`src/rtl/hilo_muldiv_ctrl.sv`:
```
// hilo_muldiv_ctrl
//   Iterative multiply/divide sequencer owning the HI/LO write port.
//   MULT/MULTU use one-bit-per-cycle shift/add on operand magnitudes;
//   DIV/DIVU use restoring division. Sign correction is applied in FIX,
//   and results are written back with a single-cycle strobe in WB.
//
// Ports:
//   clk, rst_n          clock, synchronous active-low reset
//   start, op           issue request from ID; op = MULT/MULTU/DIV/DIVU
//   src_a, src_b        rs / rt operands, sampled only in the accept cycle
//   hilo_rd             ID is decoding MFHI/MFLO
//   flush               abandon any operation in progress
//   busy, stall         sequencer occupied; ID hold request
//   hi_out, lo_out      registered results, updated only in FIX
//   hi_we, lo_we, done  one-cycle write strobes / completion pulse
//   div_zero            pulses with done for a divide by zero
module hilo_muldiv_ctrl #(
  parameter int unsigned WIDTH = 32
) (
  input  logic             clk,
  input  logic             rst_n,
  input  logic             start,
  input  logic [1:0]       op,
  input  logic [WIDTH-1:0] src_a,
  input  logic [WIDTH-1:0] src_b,
  input  logic             hilo_rd,
  input  logic             flush,
  output logic             busy,
  output logic             stall,
  output logic [WIDTH-1:0] hi_out,
  output logic [WIDTH-1:0] lo_out,
  output logic             hi_we,
  output logic             lo_we,
  output logic             done,
  output logic             div_zero
);

  localparam int unsigned CW = $clog2(WIDTH) + 1;

  typedef enum logic [1:0] {IDLE, RUN, FIX, WB} state_t;

  state_t             state, state_nxt;
  logic               div_r;     // operation in flight is a divide
  logic               sa, sb;    // operand sign flags (0 for unsigned ops)
  logic               dz_r;      // divide by zero detected at accept
  logic [WIDTH-1:0]   a_r;       // multiplicand / dividend (shifts left)
  logic [WIDTH-1:0]   b_r;       // multiplier (shifts right) / divisor
  logic [2*WIDTH-1:0] acc;       // product, or {remainder, quotient}
  logic [CW-1:0]      cnt;

  logic               in_signed, in_sa, in_sb, in_bzero, accept, last;
  logic [WIDTH-1:0]   in_amag, in_bmag;
  logic [WIDTH:0]     mul_sum, div_trial, div_diff;
  logic               div_ge;
  logic [2*WIDTH-1:0] prod_fix;
  logic [WIDTH-1:0]   quo_fix, rem_fix;

  // Accept-cycle operand conditioning
  always_comb begin
    in_signed = ~op[0];
    in_sa     = in_signed & src_a[WIDTH-1];
    in_sb     = in_signed & src_b[WIDTH-1];
    in_amag   = in_sa ? -src_a : src_a;
    in_bmag   = in_sb ? -src_b : src_b;
    in_bzero  = (src_b == '0);
    accept    = (state == IDLE) & start & ~flush;
    last      = (cnt == CW'(WIDTH - 1));
  end

  // Iteration and sign-correction datapath
  always_comb begin
    mul_sum   = {1'b0, acc[2*WIDTH-1:WIDTH]} + (b_r[0] ? {1'b0, a_r} : '0);
    div_trial = {acc[2*WIDTH-1:WIDTH], a_r[WIDTH-1]};
    div_ge    = (div_trial >= {1'b0, b_r});
    div_diff  = div_trial - {1'b0, b_r};
    prod_fix  = (sa ^ sb) ? -acc : acc;
    quo_fix   = (sa ^ sb) ? -acc[WIDTH-1:0] : acc[WIDTH-1:0];
    rem_fix   = sa ? -acc[2*WIDTH-1:WIDTH] : acc[2*WIDTH-1:WIDTH];
  end

  // State register
  always_ff @(posedge clk) begin
    if (!rst_n) state <= IDLE;
    else        state <= state_nxt;
  end

  // Next state and outputs
  always_comb begin
    state_nxt = state;
    busy      = 1'b0;
    hi_we     = 1'b0;
    lo_we     = 1'b0;
    done      = 1'b0;
    div_zero  = 1'b0;
    case (state)
      IDLE: begin
        if (accept) state_nxt = (op[1] && in_bzero) ? FIX : RUN;
      end
      RUN: begin
        busy = 1'b1;
        if (flush)     state_nxt = IDLE;
        else if (last) state_nxt = FIX;
      end
      FIX: begin
        busy      = 1'b1;
        state_nxt = flush ? IDLE : WB;
      end
      WB: begin
        busy      = 1'b1;
        state_nxt = IDLE;
        // A flush in the writeback cycle cancels the strobes outright
        if (!flush) begin
          hi_we    = 1'b1;
          lo_we    = 1'b1;
          done     = 1'b1;
          div_zero = dz_r;
        end
      end
      default: state_nxt = IDLE;
    endcase
    stall = (start | hilo_rd) & busy;
  end

  // Datapath registers
  always_ff @(posedge clk) begin
    if (!rst_n) begin
      div_r  <= 1'b0;
      sa     <= 1'b0;
      sb     <= 1'b0;
      dz_r   <= 1'b0;
      a_r    <= '0;
      b_r    <= '0;
      acc    <= '0;
      cnt    <= '0;
      hi_out <= '0;
      lo_out <= '0;
    end else begin
      case (state)
        IDLE: begin
          if (accept) begin
            div_r <= op[1];
            sa    <= in_sa;
            sb    <= in_sb;
            dz_r  <= op[1] & in_bzero;
            // Divide by zero keeps the raw dividend so FIX can return it as HI
            a_r   <= (op[1] && in_bzero) ? src_a : in_amag;
            b_r   <= in_bmag;
            acc   <= '0;
            cnt   <= '0;
          end
        end
        RUN: begin
          if (!flush) begin
            cnt <= cnt + 1'b1;
            if (div_r) begin
              a_r <= {a_r[WIDTH-2:0], 1'b0};
              acc <= {(div_ge ? div_diff[WIDTH-1:0] : div_trial[WIDTH-1:0]),
                      acc[WIDTH-2:0], div_ge};
            end else begin
              acc <= {mul_sum, acc[WIDTH-1:1]};
              b_r <= {1'b0, b_r[WIDTH-1:1]};
            end
          end
        end
        FIX: begin
          if (!flush) begin
            if (dz_r) begin
              hi_out <= a_r;
              lo_out <= '1;
            end else if (div_r) begin
              hi_out <= rem_fix;
              lo_out <= quo_fix;
            end else begin
              hi_out <= prod_fix[2*WIDTH-1:WIDTH];
              lo_out <= prod_fix[WIDTH-1:0];
            end
          end
        end
        default: ;
      endcase
    end
  end

endmodule

```
`config.mk`:
```
export PLATFORM = sky130hd
export DESIGN_NAME = hilo_muldiv_ctrl
export DESIGN_NICKNAME = d
export VERILOG_FILES = /design/src/rtl/hilo_muldiv_ctrl.sv
export SDC_FILE = /design/constraint.sdc
export NUM_CORES = 1
export LEC_CHECK = 0
export BUFFER_PORTS_ARGS = -buffer_cell sky130_fd_sc_hd__buf_4
export CELL_PAD_IN_SITES_DETAIL_PLACEMENT = 1
export CELL_PAD_IN_SITES_GLOBAL_PLACEMENT = 1
export CORE_ASPECT_RATIO = 1.75
export CORE_UTILIZATION = 49
export DETAILED_ROUTE_END_ITERATION = 6
export PLACE_DENSITY = 0.93
export SLEW_MARGIN = 10
export SYNTH_ARGS = -nofsm -noshare
export SYNTH_HDL_FRONTEND = slang
export SYNTH_SLANG_ARGS = --single-unit
```
`constraint.sdc`:
```
create_clock -name clk -period 6.5 [get_ports clk]
set_clock_uncertainty 0.1 [all_clocks]
set_input_delay 0.975 -clock clk [delete_from_list [all_inputs] [get_ports clk]]
set_output_delay 0.975 -clock clk [all_outputs]
set_load 0.05 [all_outputs]
```
======== Yosys cells after proc, flatten, opt, wreduce, memory -nomap -nowiden ========
Cells that the tools add are included.
word-level totals
  bits in registers ....................... 204
  input bits .............................. 71
  word-level logic and storage cells ...... 88
operators by class
  add/sub/neg operators ................... 8
  $lt $le $gt $ge ......................... 1
  eq/ne operators ......................... 9
  mux-type cells .......................... 38
  bitwise gates (word level) .............. 10
  reduce and logical (&&, ||, !) cells .... 11
operators with widths
  cell                                                                    number
  32-bit 2-to-1 mux                                                       17
  64-bit 2-to-1 mux                                                       4
  32-bit negator                                                          4
  32-bit one-hot mux with 2 select lines                                  2
  64-bit one-hot mux with 2 select lines                                  1
  64-bit negator                                                          1
  32-bit by 32-bit adder with 33-bit output                               1
  33-bit by 32-bit >= comparator with 1-bit output                        1
  32-bit zero test                                                        1
  32-bit subtractor                                                       1
  6-bit 2-to-1 mux                                                        2
  6-bit one-hot mux with 2 select lines                                   1
  2-bit 2-to-1 mux                                                        5
  2-bit inequality test (second input constant)                           4
  2-bit one-hot mux with 4 select lines                                   1
  4-bit AND reduction                                                     2
  6-bit by 1-bit adder with 6-bit output (second input constant)          1
  1-bit AND                                                               6
  6-bit by 5-bit equality test with 1-bit output (second input constant)  1
  2-bit AND reduction                                                     3
  1-bit 2-to-1 mux                                                        5
  2-bit equality test (second input constant)                             2
  3-bit inequality test (second input constant)                           1
  3-bit AND reduction                                                     1
  other kinds (8)                                                         9

======== Logic depth before layout (Yosys ltp) ========
  depth after elaboration ................. 6
  depth in mapped cells ................... 13

======== Worst setup path before layout ========
OpenSTA, ideal clock, no wires.
  path kind ............................... input to output
  start ................................... input port flush
  end ..................................... output port div_zero
  data arrival time ....................... 2.451 ns
  data required time ...................... 5.425 ns
  setup slack ............................. 2.974 ns
  stages .................................. 3
  buffers on the path ..................... 1
  cells stage by stage .................... clkbuf_1 > nor2_1 > and2_1
between the ends
  word-level cells in the longest chain between the ends .. 2
ends and longest elaborated chain
  what              RTL line  source
  from (decl)       27        input logic flush,
  1-bit 2-to-1 mux  112       if (!flush) begin
  1-bit 2-to-1 mux  95        case (state)
  to (decl)         35        output logic div_zero
No other way between the ends.

======== Final worst setup path ========
  start ................................... register state[0]
  end ..................................... register a_r[1]
between the ends
  word-level cells in the longest chain between the ends .. 5
  elaborated cells between the ends (all ways) .. 10
ends and longest elaborated chain
  what                                    RTL line  source
  from (decl)                             42        state_t state, state_nxt;
  from (signal assigned)                  84        else state <= state_nxt;
  2-bit zero test                         66, 138
  1-bit AND (2 in a row)                  66        accept = (state == IDLE) & start & ~flush;
  2-bit inequality test (no source line)  -
  4-bit AND reduction (no source line)    -
  to (signal assigned)                    146       a_r <= (op[1] && in_bzero) ? src_a : in_amag;
  to (signal assigned)                    156       a_r <= {a_r[WIDTH-2:0], 1'b0};
  to (decl)                               46        logic [WIDTH-1:0] a_r;
Several ways; a longest one is shown, not always the timed one.
A chain may end at the register's enable or synchronous reset.

==> flow_summary.toml <==
[power_and_ir_drop]
leakagePower_uw = 0.00700
powerDensity_nw_per_um2 = 343
ir_worst_vdd_uv = 281

[yosys]
ys.flop_type = "dfxtp_1"
synth-async-reset-ratio_pct = 0
synth_nets = 2174
ys_types = 85
yosysSeqAreaShare_pct = 26.2
ys_seq_elements = 204
postSynthAreaPerCell_sq_um = 7.69
netlist_area_sq_um = 15600
synth_warnings = 0
syn_inst = 2031
synth_edf_count = 0
synth_top_area_share_pct = 26.2
yosysTopAreaCell = "dfxtp_1"
synth_area_leaders = "dfxtp_1 (26%), xnor2_1 (6.0%), a21oi_1 (6.0%)"

[cts]
clk_pin_slew_ns = 0.07
cts_sinks = 204
clockRootBuffer = "clkbuf_16"
cts_buffers = 22
cts_setup_buffers = 0
cts_resized = 0
htreeDepth = 1
clk_latency_ns = 0.55
cts_tree = "done"
clockBufferDepth = 3
hold_buffers = 0

[floorplan]
rows = 86
initial_utilization_pct = 49.7
num_io_pins = 141
die-area_sq_um = 32600
die_width_microns = 137
core_sq_um = 31400
die_height_microns = 238

[layout]
nFillCells = 3859
multi_input_comb_area_sq_um = 10700
syn_to_final_growth_pct = 12.5
nNetsFinal = 2215
final-seq-area_sq_um = 4090
layout_common_cells = "dfxtp_1 (202), a21oi_1 (185), nand2_1 (175)"
antennaDiodeCount = 0
design_area_sq_um = 17600
fin_util_pct = 55.9
layout.cells.most_common = "dfxtp_1"
instances_no_fill = 2483
drive_gt1_share_pct = 12.2

[routing]
drtPass1Iterations = 5
routed_wl_microns = 64800
drc = 0
drt-vias-per-instance = 6.81
vias = 16905
initialDrtViolationCount = 1322
wl_per_cell_microns = 26.1
postRouteAntennaNets = 0

[outcome]
status = "completed"

[critical_path]
cp.buffers_inverters = 3
r2r_cells = 10
cp.required_ns = 6.83
cp.arrival_ns = 4.55
crit_chain = "nand2b_1 > buf_4 > nor2_1 > nor2_2 > buf_4 > nor2_1 > buf_4 > and2_1 > o21ai_0 > o21ai_0"
critical-path-slowest-cell = "dfxtp_1"
cp_max_fo = 37
path_class = "flip-flop to flip-flop"
cp-start-kind = "flip-flop"
crit_path_max_incr_delay_ns = 0.68
crit_path_end_kind = "flip-flop"
cpMostUsedCell = "buf_4"
path_depth = 10
crit_family = "simple AND/OR/NAND/NOR gates"

[place]
dp_slack_ns = 2.25
port_buffers = 140
routabilityCongestion = 1.04
dp_cells = 2444
dp_hpwl_microns = 46200
placed_cell_area_sq_um = 16800

[grt]
track_usage_pct = 39.8
overflow = 0
antenna_found_initial = 1
grt_pass1_vias = 18148
grt_max_degree = 87
grt_pass1_wl_microns = 99600

[timing]
tns_ns = 0
slew_violations = 0
fin_crit_sh_pct = 64.9
clock.fmax_mhz = 237
min_period_ns = 4.22
fin_ws_ns = 2.28
rsz0062_at_grt = "false"
maxSlewHeadroom_pct = 18.4
setup_viol = 0
hold_viol_final = 0
worst_pin_slew_ns = 1.22

[hold_path]
worst_hold_path_type = "flip-flop to flip-flop"
hold_depth = 2

[job]
drv_cap = 0
## cells in the mapped netlist (7+ instances only)
cell type	count
dfxtp_1	204
a21oi_1	186
nand2_1	175
nor2_1	155
o21ai_0	132
clkbuf_1	129
xnor2_1	107
nor3_1	72
ha_1	70
xor2_1	69
mux2i_1	67
inv_1	64
o221ai_1	56
nand3_1	52
and2_1	44
a21boi_0	40
o211ai_1	30
a21o_1	27
a31oi_1	21
nand2b_1	21
nor4_1	20
nand4_1	19
o31ai_1	18
a22oi_1	13
nor3b_1	13
nor2b_1	12
or3_1	11
a21boi_1	9
buf_2	9
a211oi_1	8
o21a_1	8
or4_1	8
a22o_1	7
buf_1	7
nand3b_1	7
o21bai_1	7
o41ai_1	7
## sequential cells by signal (all words and copies together), names as in the netlist
name / cells
b_r: 32
state: 2
lo_out: 32
sb: 1
acc: 64
cnt: 6
dz_r: 1
hi_out: 32
a_r: 32
div_r: 1
sa: 1
## metrics by stage
stage	hold slack, ns	total power [uW]
3_5_place_dp	0.370	4550
5_1_grt	0.404	6270
6_report	0.379	6020
4_1_cts	0.378	5940
3_3_place_gp	0.347	4420
2_1_floorplan	0.334	3650
## layout make-up
class                           count  share of cell area, %
Multi-Input combinational cell   1613                   61.2
Sequential cell                   204                   23.3
Timing Repair Buffer              166                   7.10
Clock buffer                       29                   3.46
Tap cell                          396                   2.82
Inverter                           65                   1.39
Clock inverter                     10                  0.798
## worst paths after layout
kind / startpoint / to / slack (ns)
min: b_r[26] / b_r[26] / 0.38
max reg2reg: state[0] / a_r[1] / 2.28
max: state[0] / a_r[1] / 2.28
min reg2reg: b_r[26] / b_r[26] / 0.38
## logic make-up (layout without fill, tap and decap cells)
kind of cell / after synthesis / after routing / synth area share (%)
AOI/OAI and AO/OA: 650 / 650 / 27.7
and+or+nand+nor: 642 / 642 / 20.3
buffers and inverters: 214 / 270 / 5.36
DFF: 204 / 204 / 26.2
xor gates and xnor gates: 176 / 176 / 9.88
muxes: 73 / 73 / 4.73
adders and majority gates: 72 / 72 / 5.87
## report_power, final
part | total [uW] | switching, uW | internal [uW]
combinational | 2980 | 1980 | 1010
sequential | 1670 | 233 | 1430
clock | 1370 | 592 | 779
total | 6020 | 2800 | 3220
## tightest hold or removal path: cells and delay by family (launching register included)
family | cells | cell delay [ns]
flip-flops | 1 | 0.31
AND/OR/NAND/NOR | 1 | 0.05
AO/OA/AOI/OAI | 1 | 0.07
## layer usage
| metal | global-route usage, % | up-vias | share of wire (%) |
|---|---|---|---|
| li1 | - | 7465 | - |
| met1 | 40.1 | 8275 | 34 |
| met2 | 71.0 | 825 | 51 |
| met3 | 5.29 | 338 | 5.8 |
| met4 | 33.7 | 2 | 9.4 |
| met5 | 0 | - | 0.020 |
Power figures use the tool's default switching activity.
